## src/rtl/led_strip_driver.sv

```systemverilog
`timescale 1ns/1ps
`default_nettype none
// ============================================================================
// Module      : led_strip_driver
// Description : WS2812-style single-wire serializer. Fetches one LED colour
//               at a time from the colour buffer, shifts it out GRB, MSB
//               first, as PWM-coded bits, and appends a low latch period
//               after each frame. Optional feature macro:
//               LED_STRIP_BRIGHTNESS_EN (saturating left shift of each
//               channel by BRIGHTNESS_SHIFT before latching).
// Revision    : 1.0 - initial release
// ============================================================================
module led_strip_driver #(
    parameter int NUM_LEDS          = 50,
    parameter int LED_ADDRESS_WIDTH = (NUM_LEDS > 1) ? $clog2(NUM_LEDS) : 1,
    parameter int T0H_CYCLES        = 35,
    parameter int T0L_CYCLES        = 80,
    parameter int T1H_CYCLES        = 70,
    parameter int T1L_CYCLES        = 60,
    parameter int RESET_CYCLES      = 5000,
    parameter int BRIGHTNESS_SHIFT  = 4
) (
    input  logic                         clk_led,
    input  logic                         rst,
    input  logic                         enable,
    input  logic [7:0]                   green_in,
    input  logic [7:0]                   red_in,
    input  logic [7:0]                   blue_in,
    input  logic                         color_valid,
    output logic [LED_ADDRESS_WIDTH-1:0] next_led_request_address,
    output logic                         strand_out,
    output logic                         busy,
    output logic                         frame_done
);

    // State encoding
    localparam logic [2:0] c_ST_IDLE   = 3'd0;
    localparam logic [2:0] c_ST_LATCH  = 3'd1;
    localparam logic [2:0] c_ST_FETCH  = 3'd2;
    localparam logic [2:0] c_ST_SEND_H = 3'd3;
    localparam logic [2:0] c_ST_SEND_L = 3'd4;

    // Timing counters count down to zero, so each phase loads duration-1
    localparam logic [15:0] c_T0H_LOAD   = 16'(T0H_CYCLES - 1);
    localparam logic [15:0] c_T0L_LOAD   = 16'(T0L_CYCLES - 1);
    localparam logic [15:0] c_T1H_LOAD   = 16'(T1H_CYCLES - 1);
    localparam logic [15:0] c_T1L_LOAD   = 16'(T1L_CYCLES - 1);
    localparam logic [15:0] c_RESET_LOAD = 16'(RESET_CYCLES - 1);

    localparam logic [LED_ADDRESS_WIDTH-1:0] c_LAST_ADDR = LED_ADDRESS_WIDTH'(NUM_LEDS - 1);
    localparam logic [LED_ADDRESS_WIDTH-1:0] c_ADDR_ONE  = LED_ADDRESS_WIDTH'(1);

    // Cycles at the start of FETCH during which the buffer's valid is stale
    localparam logic [1:0] c_MASK_LOAD = 2'd2;

`ifdef LED_STRIP_BRIGHTNESS_EN
    localparam int c_BRIGHT_EN = 1;
`else
    localparam int c_BRIGHT_EN = 0;
`endif
    // Effective shift: zero when the feature is off, clamped to the legal 0..4
    localparam int c_SHIFT = c_BRIGHT_EN * ((BRIGHTNESS_SHIFT > 4) ? 4 : BRIGHTNESS_SHIFT);

    // Saturating left shift; identity when c_SHIFT is zero
    function automatic logic [7:0] sat_shl(input logic [7:0] ch);
        logic [15:0] w_wide;
        w_wide = {8'h00, ch} << c_SHIFT;
        return (w_wide[15:8] != 8'h00) ? 8'hFF : w_wide[7:0];
    endfunction

    logic [2:0]                   r_state;
    logic [15:0]                  r_cnt;
    logic [1:0]                   r_mask;
    logic [23:0]                  r_shreg;
    logic [4:0]                   r_bit_cnt;
    logic [LED_ADDRESS_WIDTH-1:0] r_addr;
    logic                         r_frame_sent;
    logic                         r_last_led;
    logic                         r_strand;

    logic [2:0]                   w_next_state;
    logic [15:0]                  w_cnt_next;
    logic [1:0]                   w_mask_next;
    logic [23:0]                  w_shreg_next;
    logic [4:0]                   w_bit_cnt_next;
    logic [LED_ADDRESS_WIDTH-1:0] w_addr_next;
    logic                         w_frame_sent_next;
    logic                         w_last_led_next;
    logic                         w_frame_done;
    logic [23:0]                  w_color;

    assign w_color = {sat_shl(green_in), sat_shl(red_in), sat_shl(blue_in)};

    // Next-state and datapath updates for the serializer FSM
    always_comb begin
        w_next_state      = r_state;
        w_cnt_next        = r_cnt;
        w_mask_next       = r_mask;
        w_shreg_next      = r_shreg;
        w_bit_cnt_next    = r_bit_cnt;
        w_addr_next       = r_addr;
        w_frame_sent_next = r_frame_sent;
        w_last_led_next   = r_last_led;
        w_frame_done      = 1'b0;

        case (r_state)
            c_ST_IDLE: begin
                if (enable) begin
                    w_next_state      = c_ST_LATCH;
                    w_cnt_next        = c_RESET_LOAD;
                    w_frame_sent_next = 1'b0;
                end
            end

            c_ST_LATCH: begin
                if (r_cnt == 16'd0) begin
                    // Only a latch that follows a transmitted frame reports done
                    w_frame_done      = r_frame_sent;
                    w_frame_sent_next = 1'b0;
                    if (enable) begin
                        w_next_state = c_ST_FETCH;
                        w_mask_next  = c_MASK_LOAD;
                    end else begin
                        w_next_state = c_ST_IDLE;
                    end
                end else begin
                    w_cnt_next = r_cnt - 16'd1;
                end
            end

            c_ST_FETCH: begin
                if (r_mask != 2'd0) begin
                    w_mask_next = r_mask - 2'd1;
                end else if (color_valid) begin
                    w_shreg_next    = w_color;
                    w_bit_cnt_next  = 5'd23;
                    // Advancing here lets the buffer prefetch the next LED
                    w_addr_next     = (r_addr == c_LAST_ADDR) ? '0 : r_addr + c_ADDR_ONE;
                    w_last_led_next = (r_addr == c_LAST_ADDR);
                    w_next_state    = c_ST_SEND_H;
                    w_cnt_next      = w_color[23] ? c_T1H_LOAD : c_T0H_LOAD;
                end
            end

            c_ST_SEND_H: begin
                if (r_cnt == 16'd0) begin
                    w_next_state = c_ST_SEND_L;
                    w_cnt_next   = r_shreg[23] ? c_T1L_LOAD : c_T0L_LOAD;
                end else begin
                    w_cnt_next = r_cnt - 16'd1;
                end
            end

            c_ST_SEND_L: begin
                if (r_cnt == 16'd0) begin
                    if (r_bit_cnt != 5'd0) begin
                        w_shreg_next   = {r_shreg[22:0], 1'b0};
                        w_bit_cnt_next = r_bit_cnt - 5'd1;
                        w_next_state   = c_ST_SEND_H;
                        w_cnt_next     = r_shreg[22] ? c_T1H_LOAD : c_T0H_LOAD;
                    end else if (r_last_led) begin
                        w_frame_sent_next = 1'b1;
                        w_next_state      = c_ST_LATCH;
                        w_cnt_next        = c_RESET_LOAD;
                    end else begin
                        w_next_state = c_ST_FETCH;
                        w_mask_next  = c_MASK_LOAD;
                    end
                end else begin
                    w_cnt_next = r_cnt - 16'd1;
                end
            end

            default: begin
                w_next_state = c_ST_IDLE;
            end
        endcase
    end

    // State and datapath registers; strand is registered from the next state
    always_ff @(posedge clk_led) begin
        if (rst) begin
            r_state      <= c_ST_IDLE;
            r_cnt        <= 16'd0;
            r_mask       <= 2'd0;
            r_shreg      <= 24'd0;
            r_bit_cnt    <= 5'd0;
            r_addr       <= '0;
            r_frame_sent <= 1'b0;
            r_last_led   <= 1'b0;
            r_strand     <= 1'b0;
        end else begin
            r_state      <= w_next_state;
            r_cnt        <= w_cnt_next;
            r_mask       <= w_mask_next;
            r_shreg      <= w_shreg_next;
            r_bit_cnt    <= w_bit_cnt_next;
            r_addr       <= w_addr_next;
            r_frame_sent <= w_frame_sent_next;
            r_last_led   <= w_last_led_next;
            r_strand     <= (w_next_state == c_ST_SEND_H);
        end
    end

    assign next_led_request_address = r_addr;
    assign strand_out               = r_strand;
    assign busy                     = (r_state != c_ST_IDLE);
    assign frame_done               = w_frame_done;

endmodule
`default_nettype wire

```

## config.mk

```make
export PLATFORM = sky130hd
export DESIGN_NAME = led_strip_driver
export DESIGN_NICKNAME = d
export VERILOG_FILES = /design/src/rtl/led_strip_driver.sv
export SDC_FILE = /design/constraint.sdc
export NUM_CORES = 1
export LEC_CHECK = 0
export ABC_AREA = 1
export ABC_CLOCK_PERIOD_IN_PS = 2000
export BUFFER_PORTS_ARGS = -buffer_cell sky130_fd_sc_hd__buf_2
export CAP_MARGIN = 5
export CORE_MARGIN = 3
export CORE_UTILIZATION = 30
export DETAILED_ROUTE_END_ITERATION = 8
export PLACE_DENSITY = 0.56
export REMOVE_ABC_BUFFERS = 1
export SLEW_MARGIN = 15
export SYNTH_ARGS = -nofsm -noshare
export SYNTH_HDL_FRONTEND = slang
export SYNTH_SLANG_ARGS = --single-unit
```

## constraint.sdc

```tcl
create_clock -name clk_led -period 2 [get_ports clk_led]
set_clock_uncertainty 0.1 [all_clocks]
set_input_delay 0.3 -clock clk_led [delete_from_list [all_inputs] [get_ports clk_led]]
set_output_delay 0.3 -clock clk_led [all_outputs]
set_load 0.1 [all_outputs]
```

==> metrics.yaml <==
min_period_ns: 1.92
hold_viol: 0
total_power_mw: 3.00
io_buffers: 36
die_y_um: 111
core_region_area_um2: 10600
dieArea_um2: 12400
synth_seq_cells: 59
max_slew_margin_pct: 67.5
fin_nets: 591
cp.required_ns: 1.60
antenna_found_initial: 0
cp.buffers_inverters: 1
dp_hpwl_um: 5950
cts_max_level: 3
ant_nets: 0
avgRoutedWirePerCell_um: 12.6
setup_viol_count_final: 0
ys_seq_area_share_pct: 35.6
ff_latch_area_um2: 1180
r2r-end: "r_cnt[15]$_SDFFE_PP0P_"
wl_um: 8820
holdPathStages: 3
synthToLayoutAreaGrowth_pct: 25.3
r2r_slack_ns: 0.14
leakagePower_nw: 1.89
synth_top_cell_by_area: "dfxtp_1"
cts_buffers: 9
finalInstanceArea_um2: 4160
grt_pass1_vias: 3216
synth-warning-count: 0
clock.fmax_ghz: 0.520
critical_path_class: "reg2out"
cts_root_buf: "clkbuf_8"
cts.sinks: 59
slowest_stage: "dfxtp_1"
layout-drive-gt1-share_pct: 23.0
initial_core_util_pct: 31.4
diodes: 0
cap_violations: 0
grt_pass1_wl_um: 15000
report.final.slew_viol_count: 0
slowest_delay_ns: 0.37
r2r.worst_path.cells: 11
power_density_nw_per_um2: 722
clk_pin_slew_ns: 0.08
drtIter0Drc: 190
clk_latency_ns: 0.35
min_to: "r_shreg[0]$_SDFFE_PP0P_"
r2r_start: "r_cnt[2]$_SDFFE_PP0P_"
vias_per_cell: 4.86
tightestPinTransition_ns: 0.491
place_congestion: 0.914
rows: 37
ir_drop_mv: 0.407
status: "finished, final reports clean"
num_vias: 3391
yosysUniqueCellTypes: 39
grt_max_degree: 33
netlist_area_um2: 3320
clockBufferDepth: 2
endpoint_kind: "primary output"
dr.pass1.iters: 4
multi_input_area_um2: 1960
dpl.cell_count: 672
io_pins: 37
final.period_utilization_pct: 96.2
cts_tree: "yes"
fill_cells: 1134
synth_area_leaders: "dfxtp_1 (36%), nand2_1 (15%), nor2_1 (5.9%), nand3_1 (5.4%), a31oi_1 (4.9%)"
synth_top_area_share_pct: 35.6
netlist_instances: 493
hp-start: "blue_in[0]"
critPathLaunchType: "register"
postSynthAreaPerCell_um2: 6.73
cpMostUsedCell: "nor2_4"
cpLargestDelayFamily: "simple AND/OR/NAND/NOR gates"
place_area_um2: 3780
grt_usage_pct: 14.4
route.detailed.drc: 0
path_cells: "nor2_4, nand3_2, nor2_4, nand3_2, nor2_4, buf_12"
instances_no_fill: 698
hold_class: "in2reg"
overflow: 0
dieWidth_um: 111
path_max_fanout: 4
arrival_ns: 1.52
==> cell families (layout without fill, tap and decap cells) <==
| kind of cell | Yosys count | after routing | share of synthesized area, % |
|---|---|---|---|
| adder cells (fa/ha/maj) | 6 | 6 | 2.26 |
| AND/OR/NAND/NOR | 267 | 268 | 36.6 |
| AO/OA/AOI/OAI | 91 | 91 | 15.1 |
| buffers and inverters | 63 | 131 | 8.63 |
| XOR/XNOR | 7 | 7 | 1.85 |
| flip-flops | 59 | 59 | 35.6 |
==> cells in the final DEF, fill, tap and decap left out, types with 8 or more instances in the layout <==
master / synthesis / layout
o21ai_0: 19 / 19
buf_4: 0 / 30
nor2_4: 6 / 10
clkbuf_8: 0 / 9
a31oi_1: 26 / 26
nor2_1: 52 / 45
nor3_1: 8 / 8
inv_1: 42 / 39
dfxtp_1: 59 / 58
a21oi_1: 20 / 20
o21ai_1: 21 / 21
nand3_1: 36 / 32
buf_2: 2 / 35
nand2_1: 134 / 133
==> metrics by stage <==
step           hold WS (ns)  setup slack [ns]  TNS [ns]  util (%)
2_1_floorplan         0.269            -0.751    -10.12         -
3_3_place_gp          0.342           -0.0128   -0.0128      35.8
3_5_place_dp          0.349           -0.0588    -0.235      35.8
4_1_cts              0.0738           -0.0213   -0.0213      37.9
5_1_grt              0.0977           -0.0179   -0.0237      39.4
6_report              0.102            0.0755         0      39.4
==> worst max-delay path by stage <==
stage | startpoint | end | cells after the start
6_report | r_cnt[2]$_SDFFE_PP0P_ | frame_done | 6
5_1_grt | r_bit_cnt[0]$_SDFFE_PP0P_ | r_bit_cnt[0]$_SDFFE_PP0P_ | 11
4_1_cts | r_cnt[0]$_SDFFE_PP0P_ | frame_done | 7
3_5_place_dp | r_cnt[0]$_SDFFE_PP0P_ | r_cnt[0]$_SDFFE_PP0P_ | 10
3_3_place_gp | r_cnt[0]$_SDFFE_PP0P_ | r_cnt[0]$_SDFFE_PP0P_ | 10
2_1_floorplan | r_cnt[0]$_SDFFE_PP0P_ | frame_done | 6
==> final cells by class <==
| class | instances | share of cell area [%] |
|---|---|---|
| Multi-Input combinational cell | 372 | 47.1 |
| Sequential cell | 59 | 28.4 |
| Timing Repair Buffer | 70 | 11.9 |
| Inverter | 45 | 4.18 |
| Tap cell | 136 | 4.09 |
| Clock buffer | 9 | 2.98 |
| Clock inverter | 7 | 1.29 |
==> cell usage after synthesis, drive strengths merged <==
cell and n:
a31oi 26, nor2b 1, clkbuf 9, nor3 9, dfxtp 59, and3 1, a21oi 21, or2 3
o21ai 40, and2 1, xnor2 1, nand3 38, nand2 142, nand4 6, nor2 60, nor3b 1
nand3b 3, o21a 1, ha 6, buf 9, nor4 2, o211ai 1, o21bai 2, inv 45
xor2 6
==> metal layers <==
metal	vias to the layer above	GRT usage, %	share of wire [%]
met1	1535	18.5	46
met5	-	0	0
li1	1758	-	-
met4	0	5.27	1.7
met3	12	3.66	5.2
met2	86	23.3	47
==> flip-flops by register name, summed over array words and instances, names as in the netlist <==
| signal | cells |
|---|---|
| r_shreg | 24 |
| r_cnt | 16 |
| next_led_request_address | 6 |
| r_bit_cnt | 5 |
| r_state | 3 |
| r_mask | 2 |
| r_frame_sent | 1 |
| r_last_led | 1 |
| strand_out | 1 |
==> worst register-to-register path, delay by kind of cell, from the launching register on <==
kind	cells	cell delay, ns
AOI/OAI and AO/OA	1	0.16
buffers and inverters	3	0.39
DFF	1	0.37
and+or+nand+nor	7	0.76
==> report_power, final <==
group	switching (mW)	leakage [nW]	total (mW)	internal, mW
Clock	0.536	0.0935	0.993	0.457
Sequential	0.0494	0.479	1.27	1.22
Combinational	0.449	1.31	0.738	0.288
==> repair_timing <==
item	4_1_cts	5_1_grt
setup endpoints to repair	11	48
pin swaps	2	6
resized for setup	5	23
hold buffers	0	0
buffers inserted	2	6
cloned	1	1
Note: power is estimated with default switching activity, not from simulation.
